## src/rtl/mips_isa_pkg.sv

```systemverilog
// rtl/mips_isa_pkg.sv - MIPS_CPU instruction group constants and command encoder
// Purpose: opcode/funct/shamt constants, command op codes and the pure
//          command-to-word encoding used by mips_instr_encoder.
// Ports:   none (package).
package mips_isa_pkg;

    localparam logic [5:0]  OP_RTYPE    = 6'b000100;
    localparam logic [5:0]  OP_LW       = 6'b000101;
    localparam logic [5:0]  OP_SW       = 6'b000110;
    localparam logic [4:0]  SHAMT_RTYPE = 5'b01010;

    localparam logic [5:0]  FUNCT_ADD   = 6'd32;
    localparam logic [5:0]  FUNCT_SUB   = 6'd34;
    localparam logic [5:0]  FUNCT_AND   = 6'd36;
    localparam logic [5:0]  FUNCT_OR    = 6'd37;
    localparam logic [5:0]  FUNCT_MUL   = 6'd50;

    // Codes 1-5 match the ALU control codes of the CPU.
    localparam logic [2:0]  CMD_NOP     = 3'd0;
    localparam logic [2:0]  CMD_ADD     = 3'd1;
    localparam logic [2:0]  CMD_SUB     = 3'd2;
    localparam logic [2:0]  CMD_AND     = 3'd3;
    localparam logic [2:0]  CMD_OR      = 3'd4;
    localparam logic [2:0]  CMD_MUL     = 3'd5;
    localparam logic [2:0]  CMD_LW      = 3'd6;
    localparam logic [2:0]  CMD_SW      = 3'd7;

    localparam logic [31:0] INSTR_NOP   = 32'h0000_0000;

    function automatic logic [31:0] encode_cmd(
        input logic [2:0]  op,
        input logic [4:0]  rs,
        input logic [4:0]  rt,
        input logic [4:0]  rd,
        input logic [15:0] imm
    );
        logic [5:0] funct;
        funct = FUNCT_ADD;
        case (op)
            CMD_SUB: funct = FUNCT_SUB;
            CMD_AND: funct = FUNCT_AND;
            CMD_OR:  funct = FUNCT_OR;
            CMD_MUL: funct = FUNCT_MUL;
            default: funct = FUNCT_ADD;
        endcase
        case (op)
            CMD_ADD, CMD_SUB, CMD_AND, CMD_OR, CMD_MUL:
                encode_cmd = {OP_RTYPE, rs, rt, rd, SHAMT_RTYPE, funct};
            CMD_LW:  encode_cmd = {OP_LW, rs, rt, imm};
            CMD_SW:  encode_cmd = {OP_SW, rs, rt, imm};
            default: encode_cmd = INSTR_NOP;
        endcase
    endfunction

endpackage

```

## src/rtl/sync_fifo.sv

```systemverilog
// rtl/sync_fifo.sv - single-clock FIFO with occupancy level
// Purpose: in-order storage of encoded words between accept and issue.
// Ports:   clk, rst (async, active-high); push/wdata write the tail,
//          pop advances the head; rdata is the head word; level, full, empty.
//          Push while full and pop while empty are ignored.
module sync_fifo #(
    parameter int DEPTH = 4,
    parameter int WIDTH = 32
) (
    input  logic                     clk,
    input  logic                     rst,
    input  logic                     push,
    input  logic [WIDTH-1:0]         wdata,
    input  logic                     pop,
    output logic [WIDTH-1:0]         rdata,
    output logic [$clog2(DEPTH):0]   level,
    output logic                     full,
    output logic                     empty
);

    localparam int AW = $clog2(DEPTH);
    localparam logic [AW:0] FULL_LVL = (AW+1)'(DEPTH);

    logic [WIDTH-1:0] mem [DEPTH];
    logic [AW-1:0]    wr_ptr;
    logic [AW-1:0]    rd_ptr;
    logic [AW:0]      level_q;
    logic             do_push;
    logic             do_pop;

    assign full    = (level_q == FULL_LVL);
    assign empty   = (level_q == '0);
    assign do_push = push && !full;
    assign do_pop  = pop && !empty;
    assign rdata   = mem[rd_ptr];
    assign level   = level_q;

    // Storage needs no reset: pointers and level alone define validity.
    always_ff @(posedge clk) begin
        if (do_push) begin
            mem[wr_ptr] <= wdata;
        end
    end

    always_ff @(posedge clk or posedge rst) begin
        if (rst) begin
            wr_ptr  <= '0;
            rd_ptr  <= '0;
            level_q <= '0;
        end else begin
            if (do_push) begin
                wr_ptr <= wr_ptr + 1'b1;
            end
            if (do_pop) begin
                rd_ptr <= rd_ptr + 1'b1;
            end
            if (do_push && !do_pop) begin
                level_q <= level_q + 1'b1;
            end else if (!do_push && do_pop) begin
                level_q <= level_q - 1'b1;
            end
        end
    end

endmodule

```

## src/rtl/mips_instr_encoder.sv

```systemverilog
// rtl/mips_instr_encoder.sv - command-to-instruction encoder and issue buffer
// Purpose: encodes accepted commands into MIPS_CPU instruction words, buffers
//          them in a FIFO and issues them in order to the CPU fetch port.
// Option:  MIPS_INSTR_ENC_HAZARD_EN enables load-use bubble insertion.
// Ports:   clk, rst (async, active-high);
//          cmd_valid/cmd_ready with cmd_op, cmd_rs, cmd_rt, cmd_rd, cmd_imm;
//          instr_valid/instr_ready with instr;
//          fifo_level (occupied entries), issued_count (issue handshakes).
module mips_instr_encoder
    import mips_isa_pkg::*;
#(
    parameter int DEPTH = 4,
    parameter int CNT_W = 16
) (
    input  logic                     clk,
    input  logic                     rst,
    input  logic                     cmd_valid,
    output logic                     cmd_ready,
    input  logic [2:0]               cmd_op,
    input  logic [4:0]               cmd_rs,
    input  logic [4:0]               cmd_rt,
    input  logic [4:0]               cmd_rd,
    input  logic [15:0]              cmd_imm,
    output logic                     instr_valid,
    input  logic                     instr_ready,
    output logic [31:0]              instr,
    output logic [$clog2(DEPTH):0]   fifo_level,
    output logic [CNT_W-1:0]         issued_count
);

    logic        started;
    logic        full;
    logic        empty;
    logic        push;
    logic        pop;
    logic        issue;
    logic        hazard;
    logic [31:0] head;
    logic [31:0] wdata;

    // Holds cmd_ready low until the first clock edge after reset release.
    always_ff @(posedge clk or posedge rst) begin
        if (rst) begin
            started <= 1'b0;
        end else begin
            started <= 1'b1;
        end
    end

    // Readiness follows occupancy only; a same-cycle pop never frees a slot.
    assign cmd_ready = started && !full;
    assign push      = cmd_valid && cmd_ready;
    assign wdata     = encode_cmd(cmd_op, cmd_rs, cmd_rt, cmd_rd, cmd_imm);

    sync_fifo #(
        .DEPTH (DEPTH),
        .WIDTH (32)
    ) u_fifo (
        .clk   (clk),
        .rst   (rst),
        .push  (push),
        .wdata (wdata),
        .pop   (pop),
        .rdata (head),
        .level (fifo_level),
        .full  (full),
        .empty (empty)
    );

    assign instr_valid = !empty;
    assign issue       = instr_valid && instr_ready;
    // A bubble is a handshake that leaves the head in place.
    assign pop         = issue && !hazard;
    assign instr       = (empty || hazard) ? INSTR_NOP : head;

`ifdef MIPS_INSTR_ENC_HAZARD_EN
    logic       last_lw_vld;
    logic [4:0] last_lw_rt;
    logic       reads_rs;
    logic       reads_rt;
    logic [5:0] head_op;
    logic [4:0] head_rs;
    logic [4:0] head_rt;

    assign head_op = head[31:26];
    assign head_rs = head[25:21];
    assign head_rt = head[20:16];

    always_comb begin
        reads_rs = 1'b0;
        reads_rt = 1'b0;
        case (head_op)
            OP_RTYPE: begin reads_rs = 1'b1; reads_rt = 1'b1; end
            OP_LW:    begin reads_rs = 1'b1; end
            OP_SW:    begin reads_rs = 1'b1; reads_rt = 1'b1; end
            default:  begin end
        endcase
    end

    // r0 is hardwired zero, so a load into it never creates a dependency.
    assign hazard = !empty && last_lw_vld && (last_lw_rt != 5'd0) &&
                    ((reads_rs && head_rs == last_lw_rt) ||
                     (reads_rt && head_rt == last_lw_rt));

    always_ff @(posedge clk or posedge rst) begin
        if (rst) begin
            last_lw_vld <= 1'b0;
            last_lw_rt  <= 5'd0;
        end else if (issue) begin
            if (!hazard && head_op == OP_LW) begin
                last_lw_vld <= 1'b1;
                last_lw_rt  <= head_rt;
            end else begin
                last_lw_vld <= 1'b0;
                last_lw_rt  <= 5'd0;
            end
        end
    end
`else
    assign hazard = 1'b0;
`endif

    always_ff @(posedge clk or posedge rst) begin
        if (rst) begin
            issued_count <= '0;
        end else if (issue) begin
            issued_count <= issued_count + 1'b1;
        end
    end

endmodule

```

## config.mk

```make
export PLATFORM = sky130hd
export DESIGN_NAME = mips_instr_encoder
export DESIGN_NICKNAME = d
export VERILOG_FILES = /design/src/rtl/mips_isa_pkg.sv /design/src/rtl/sync_fifo.sv /design/src/rtl/mips_instr_encoder.sv
export SDC_FILE = /design/constraint.sdc
export NUM_CORES = 1
export LEC_CHECK = 0
export CORE_MARGIN = 2
export CORE_UTILIZATION = 48
export CTS_CLUSTER_SIZE = 14
export DETAILED_ROUTE_END_ITERATION = 10
export PLACE_DENSITY = 0.79
export SETUP_SLACK_MARGIN = 0.15
export SLEW_MARGIN = 20
export SYNTH_ARGS = -nofsm -noshare
export SYNTH_HDL_FRONTEND = slang
export SYNTH_SLANG_ARGS = --single-unit
```

## constraint.sdc

```tcl
create_clock -name clk -period 2 [get_ports clk]
set_clock_uncertainty 0.15 [all_clocks]
set_input_delay 0.4 -clock clk [delete_from_list [all_inputs] [get_ports clk]]
set_output_delay 0.4 -clock clk [all_outputs]
set_load 0.1 [all_outputs]
```

* After elaboration in Yosys (flattened, before gate mapping)
Memories as Yosys holds them, arrays and structs flattened.
Index checks and enable logic that the tools add are counted.
Widths: inputs -> output; s select.
** Word-level totals
- Register bits :: 24
- Bits in latches :: 0
- Memory bits (writable) :: 116
- ROM bits :: 0
- Output and inout bits :: 53
- Word-level logic and storage cells :: 40
- Memories :: 1
** Cells by class
- Add/subtract/negate cells :: 5
- $mul :: 0
- Divide/modulo/power cells :: 0
- $lt $le $gt $ge :: 0
- Equality and inequality tests :: 8
- Shift operators :: 0
- Muxes and demuxes :: 7
- Bitwise operators :: 0
- Reductions and logical operators :: 14
** Memory list
- u_fifo.mem :: depth 4, bits a word 29, read ports 1, clocked after Yosys merged registers in 0, write ports 1, RTL line sync_fifo.sv:24 : logic [WIDTH-1:0] mem [DEPTH];
** Operators by type and width (number)
- $pmux 29 s3 :: 1
- $mux 32 :: 1
- $pmux 5 s4 :: 1
- $add 16x1->16 const B :: 1
- $eq 3x3->1 const B :: 5
- $logic_and 1x1->1 :: 7
- $eq 3x2->1 const B :: 2
- $mux 3 :: 2
- $reduce_or 5->1 :: 1
- $add 2x1->2 const B :: 2
- $logic_not 1->1 :: 4
- $add 3x1->3 const B :: 1
- $eq 3x1->1 const B :: 1
- $logic_not 3->1 :: 1
- $sub 3x1->3 const B :: 1
- $mux 1 :: 2
- $reduce_bool 2->1 :: 1

* Depth between registers and ports, before layout
- Depth in word-level cells :: 9
- Mapped depth :: 9
- Depth with buffers taken out :: 9

* Hierarchy
From an unflattened synthesis, not the netlist that was laid out.
** Unflattened totals
- Cell total of the unflattened synthesis :: 364
- Area total of the unflattened synthesis :: 6404.9 um^2
** By module, submodules not included
- sync_fifo :: times used 1, cells an instance 204, area an instance 5104.9 um^2, seq. area each 4018.9 um^2
- mips_instr_encoder :: times used 1, cells an instance 160, area an instance 1300.0 um^2, seq. area each 425.4 um^2

* Worst setup path after synthesis
No wires, ideal clock.
- Kind :: flip-flop to output port
- Start :: register u_fifo.level_q[0] (netlist: u_fifo.level[0])
- End :: output instr[19]
- Arrival time :: 3.200 ns
- Required time :: 1.450 ns
- Setup slack :: -1.750 ns
- Stages on the path, launching flop included :: 4
- Buffers on the path :: 1
- Cell sequence :: dfrtp_1 or3_1 clkbuf_1 and2_1
** On the way
- Longest elaborated chain between the ends :: 2
** RTL lines
- start, declared :: RTL line sync_fifo.sv:27 : logic [AW:0] level_q;
- start signal, assigned :: RTL line sync_fifo.sv:58 : level_q <= level_q + 1'b1;
- start signal, assigned :: RTL line sync_fifo.sv:60 : level_q <= level_q - 1'b1;
- $logic_not 3->1 :: RTL line sync_fifo.sv:32 : assign empty = (level_q == '0);
- $mux 32 :: RTL line mips_instr_encoder.sv:74 : assign instr = (empty || hazard) ? INSTR_NOP : head;
- end, declared :: RTL line mips_instr_encoder.sv:26 : output logic [31:0] instr,
Every way passes these cells.

* Worst setup path in the final report
- Start :: register u_fifo.rd_ptr[0]
- End :: output instr[11]
** On the way
- Longest elaborated chain between the ends :: 2
** RTL lines
- start, declared :: RTL line sync_fifo.sv:26 : logic [AW-1:0] rd_ptr;
- start signal, assigned :: RTL line sync_fifo.sv:55 : rd_ptr <= rd_ptr + 1'b1;
- $mem_v2 4x29
- $mux 32 :: RTL line mips_instr_encoder.sv:74
Every way passes these cells.

==> flow_summary.toml <==
[worst_setup_path]
arrival_ns = 1.93
path_cells = "buf_12 -> mux4_2 -> and2_4 -> buf_12"
crit_top_cell = "buf_12"
crit_required_ns = 1.45
critPathMaxFanout = 13
cp.buffers_inverters = 2
end_kind = "primary output"
crit_path_start_kind = "flip-flop"
cp_slowest_stage_delay_ns = 0.52
critPathKind = "flip-flop to primary output"
path_delay_family = "multiplexers"
critPathSlowestCell = "mux4_2"

[grt]
grt_use_total_pct = 20.8
grt_pass1_wl_mm = 20.0
grt_pass1_vias = 3612
grt_max_degree = 30
antenna_found_initial = 0
grt_overflow = 0

[clock_network]
cts_root_buf = "clkbuf_16"
h-tree-depth = 4
hold_buffers = 0
clock_sinks = 140
cts_tree = "built"
clk_path_buf_depth = 2
clkTransAtPathRegs_ns = 0.06
clk_latency_ns = 0.40
numCtsBuffers = 17

[layout]
layout.nets = 513
instances_no_fill = 628
fin_area_um2 = 8580
drive_gt1_share_pct = 44.7
syn_to_final_growth_pct = 47.2
n_antenna_cell = 0

[timing]
fmax_ghz = 0.404
fin_crit_ns = 2.48
drv_slew = 0
finalHoldViolCount = 0
rsz0062_at_grt = "true"
setup_slack_ns = -0.476
fin_crit_sh_pct = 124
finalSetupViolCount = 33

[yosys]
syn_area_um2 = 5830
synth-edff-count = 116
synth_top_area_share_pct = 59.7
ys.flop_type = "edfxtp_1"
ys_seq_area_share_pct = 70.0
netlist_top_cells_count = "116 x edfxtp_1, 30 x and2_1, 29 x mux4_2, 24 x dfrtp_1"
postSynth.asyncResetShare_pct = 17.1
syn_area_per_cell_um2 = 17.3
synth_cell_types = 32
synth_most_common_cell = "edfxtp_1"
yosysTopAreaCell = "edfxtp_1"
synth_area_leaders = "edfxtp_1 60%, mux4_2 11%, dfrtp_1 10%, and2_1 3.2%, xnor2_1 2.6%"
ys_seq_elements = 140
yosysWarnings = 0
synthCells = 338

[floorplan]
num_io_pins = 91
start_util_pct = 48.9
core-area_um2 = 11900
die_y_um = 114
dieArea_um2 = 13000
die_w_um = 114
fp-row-count = 40

[drt]
post-route-drc-count = 0
dr.pass1.iters = 4
drtIter0Drc = 203
ant_nets = 0
vias = 3384
wl_per_cell_um = 20.0
avgViaCountPerCell = 5.39
finalWirelength_mm = 12.6

[placement]
dpl-instance-area_um2 = 7850
dp_hpwl_mm = 7.72
dp_cells = 592
gp_congestion = 0.761
port-buffer-count = 87

[run_status]
violations = "negative setup slack"
outcome = "complete, but fails checks"

[job]
drv_cap = 0

[min_path]
min_path_type = "primary input to async pin"
worst min-delay path, delay by kind of cell:
family                 cells  cell delay, ns
buffers and inverters      3            0.74
layout make-up:
| class | instances | area [µm²] |
|---|---|---|
| fill | 710 | 3330 |
| clock inverter | 13 | 215 |
| tap | 147 | 184 |
| timing repair buffer | 125 | 1810 |
| clock buffer | 19 | 433 |
| multi-input combinational | 176 | 1780 |
| inverter | 8 | 30.0 |
| sequential | 140 | 4130 |
cell usage in the layout (no fill, tap or decap), types with 3 or more instances in the layout:
cell,n
clkbuf_16,17
xnor2_1,17
conb_1,4
clkinv_4,3
and2_4,30
o21ai_0,4
nor2b_1,10
clkdlybuf4s50_1,37
nand2_1,17
nor2_1,15
mux4_2,29
and3_2,4
buf_12,61
xor2_1,4
a21oi_2,4
inv_6,3
nand4_1,4
and3_1,6
bufinv_16,5
dfrtp_4,10
buf_6,3
edfxtp_1,116
dfrtp_1,7
buf_4,24
nand3_1,4
dfrtp_2,7
inv_1,7
ha_1,5
worst paths after layout:
kind,from,endpoint,slack [ns],cells after the start
min in group clk,issued_count[9]$_DFFE_PP0P_,issued_count[9]$_DFFE_PP0P_,0.37,1
setup reg to reg,u_fifo.level[1]$_DFFE_PP0P_,u_fifo.level[1]$_DFFE_PP0P_,-0.13,8
max in group asynchronous,rst,issued_count[2]$_DFFE_PP0P_,1.24,3
hold / removal,rst,u_fifo.wr_ptr[1]$_DFFE_PP0P_,0.19,3
setup / recovery,u_fifo.rd_ptr[0]$_DFFE_PP0P_,instr[11],-0.48,4
hold reg to reg,issued_count[9]$_DFFE_PP0P_,issued_count[9]$_DFFE_PP0P_,0.37,1
cell families (layout without fill, tap and decap cells):
family	after synthesis	after routing	synth area share, %
xor+xnor	21	21	3.15
fa+ha+maj	7	7	1.63
buf+inv	24	165	1.91
flops	140	140	70.0
mux	33	33	12.0
simple gates	96	96	9.23
compound gates	15	15	1.95
other cells	2	4	0.129
registers in the layout, indices dropped and copies added, names as in the netlist:
| register | count |
|---|---|
| u_fifo.mem | 116 |
| issued_count | 16 |
| u_fifo.level | 3 |
| u_fifo.rd_ptr | 2 |
| u_fifo.wr_ptr | 2 |
| started | 1 |
repair_timing:
action                                  4_1_cts  5_1_grt
pin swaps                                    14        3
buffers inserted                              4        0
gates cloned                                  0        0
endpoints found under the setup margin       33       54
gates resized for setup                       8        5
stage by stage:
stage / setup slack, ns / setup TNS (ns) / util (%) / hold WS (ns)
floorplan: -0.784 / -66.19 / - / 0.264
finish: -0.476 / -13.01 / 72.0 / 0.192
global route: -0.537 / -14.79 / 72.0 / 0.225
CTS: -0.508 / -13.79 / 71.8 / 0.202
global placement: -0.200 / -3.38 / 65.9 / 0.355
detailed placement: -0.232 / -7.29 / 65.9 / 0.362
per-layer routing:
layer	vias up	wire length (µm)	GRT usage, %
met5	-	0	0
met4	0	202	6.83
met3	19	573	4.82
met2	117	6570	35.3
met1	1723	5210	26.9
li1	1525	-	-
Power is left out: the tool's default activity adds up to more than one toggle a clock period on the data nets, which glitch-free logic cannot reach.
==> RTL change, RTL diff (config.mk and constraints unchanged) <==
`DEPTH` is set to 4 in 2 places; all go to 8.
--- a/src/rtl/sync_fifo.sv
+++ b/src/rtl/sync_fifo.sv
@@ -6,3 +6,3 @@
 module sync_fifo #(
-    parameter int DEPTH = 4,
+    parameter int DEPTH = 8,
     parameter int WIDTH = 32
--- a/src/rtl/mips_instr_encoder.sv
+++ b/src/rtl/mips_instr_encoder.sv
@@ -11,3 +11,3 @@
 #(
-    parameter int DEPTH = 4,
+    parameter int DEPTH = 8,
     parameter int CNT_W = 16
Ports: changed (resized fifo_level); port bits go from 91 to 92. No check against the original RTL was run, so the function may have changed too.
==> RTL change against the unedited design <==
The flow still finishes with violations (setup timing). Sequential share of layout area is 0.82 points lower. Synthesized cell count is 64% higher. Non-clock buffer count is 138 higher. Area after synthesis is 79% higher. Global-route usage is 5.6 points higher. Critical endpoint is now instr[26]. Die area is 76% higher. Worst setup slack worse by 0.45 ns. Sequential cell count is 119 higher. Routed wire length grew to 2.6 times the old value. Core utilization is 4.7 points higher. Final area is 89% higher.
==> RTL change: results (changes against the unedited design) <==
Status: finished with violations
Failing checks: setup timing
Count of non-CTS inverters in the layout: 6 (-2)
Seq cells: 259 (+85%)
Gr usage total: 0.264 (+0.0557)
Register cell area after layout: 7680 µm² (+86%)
Synth top area cells: edfxtp_1 67%, mux4_2 13%, dfrtp_1 6.5%, mux2i_1 2.8%, nor2_1 1.7%
DP HPWL: 14.4 mm (+86%)
Total CTS buffers: 26 (+9)
FF-to-FF Start: u_fifo.level[0]
First-pass GRT wire length: 43.5 mm (+120%)
Non-filler cells, final: 1,111 (+77%)
Max FFs per register: 232 (+100%)
Drt pass-1 iters: 5 (+1)
Clock Path Buffers: 3 (+1)
Filler instances: 996 (+40%)
Met1 Use GR: 0.327 (+0.0581)
Top sig layer: met4
Post-Synth XOR/XNOR Area: 0.0176 (-0.0139)
Nonclk buf count: 263 (+110%)
Adder-cell area share of the yosys netlist: 0.00911 (-0.00720)
Largest stage delay on the critical path: 0.56 ns (+0.04 ns)
GPL Wtd Cong: 0.836 (+9.8%)
Met3 GRT Util: 0.0365 (-0.0116)
Drt via density: 5.99 (+11%)
H-tree Lvls: 1 (-3)
Clock Latency Late Sink: 0.53 ns (+0.13 ns)
Worst-path maximum fanout: 10 (-3)
Share of cells above drive strength 1: 0.536 (+0.0889)
Synth Area in Compound Gates: 0.00947 (-0.0101)
FF-to-FF End: u_fifo.mem[6][7]
# port buffers: 88 (+1.1%)
Nets: 861 (+68%)
Most instantiated cells after synthesis: 232 x edfxtp_1, 58 x mux4_2, 48 x nor2_1
Placed cell count: 964 (+63%)
Sequential-to-total area share from yosys stat: 0.732 (+0.0314)
R2r setup slk: -0.87 ns (-0.74 ns)
Post-synth ARST share: 0.104 (-0.0672)
Layout clock area frac: 0.0501 (-0.0254)
Yosys cell types: 45 (+41%)
Met2 routed WL: 17.1 mm (+160%)
Post-synthesis mux area share: 0.155 (+0.0359)
Dpl ws: -0.814 ns (-0.582 ns)
Critical Path AT: 2.38 ns (+0.45 ns)
Number of enable flip-flop cells after synthesis: 232 (+100%)
Initial drt markers: 694 (+240%)
CTS resizes: 114 (+106)
Largest net degree at the start of global routing: 28 (-6.7%)
Crit path capture: instr[26]
Mapped Cells: 553 (+64%)
Final-report setup violation count: 282 (+750%)
Number of multi-input logic gates: 260 (+48%)
Drt wl/cell: 29.1 µm (+45%)
Final worst slack: -0.930 ns (-0.454 ns)
WL met1: 11.5 mm (+120%)
Non-clock buffer share: 0.243 (+0.0324)
==> RTL change: worst register-to-register path, delay by kind of cell, from the launching register on <==
family                 cells  cell delay [ns]
buffers and inverters      8             0.96
and+or+nand+nor            4             1.04
DFF                        1             0.49
==> RTL change: how the worst min path moves through the flow <==
stage	from	endpoint	cells after the start
finish	rst	issued_count[13]	3
CTS	rst	issued_count[13]	3
global placement	issued_count[10]	issued_count[10]	1
floorplan	rst	issued_count[0]	1
global route	rst	issued_count[13]	3
detailed placement	issued_count[10]	issued_count[10]	1
==> RTL change: metrics by stage <==
step / TNS [ns] / area (µm²) / hold slack, ns / utilization
finish: -208.65 / 16200 / 0.0902 / 0.767
global route: -221.31 / 16200 / 0.134 / 0.767
CTS: -183.43 / 15500 / 0.0901 / 0.733
detailed placement: -143.98 / 13200 / 0.359 / 0.625
global placement: -124.65 / 13200 / 0.351 / 0.625
floorplan: -130.68 / 11000 / 0.302 / -
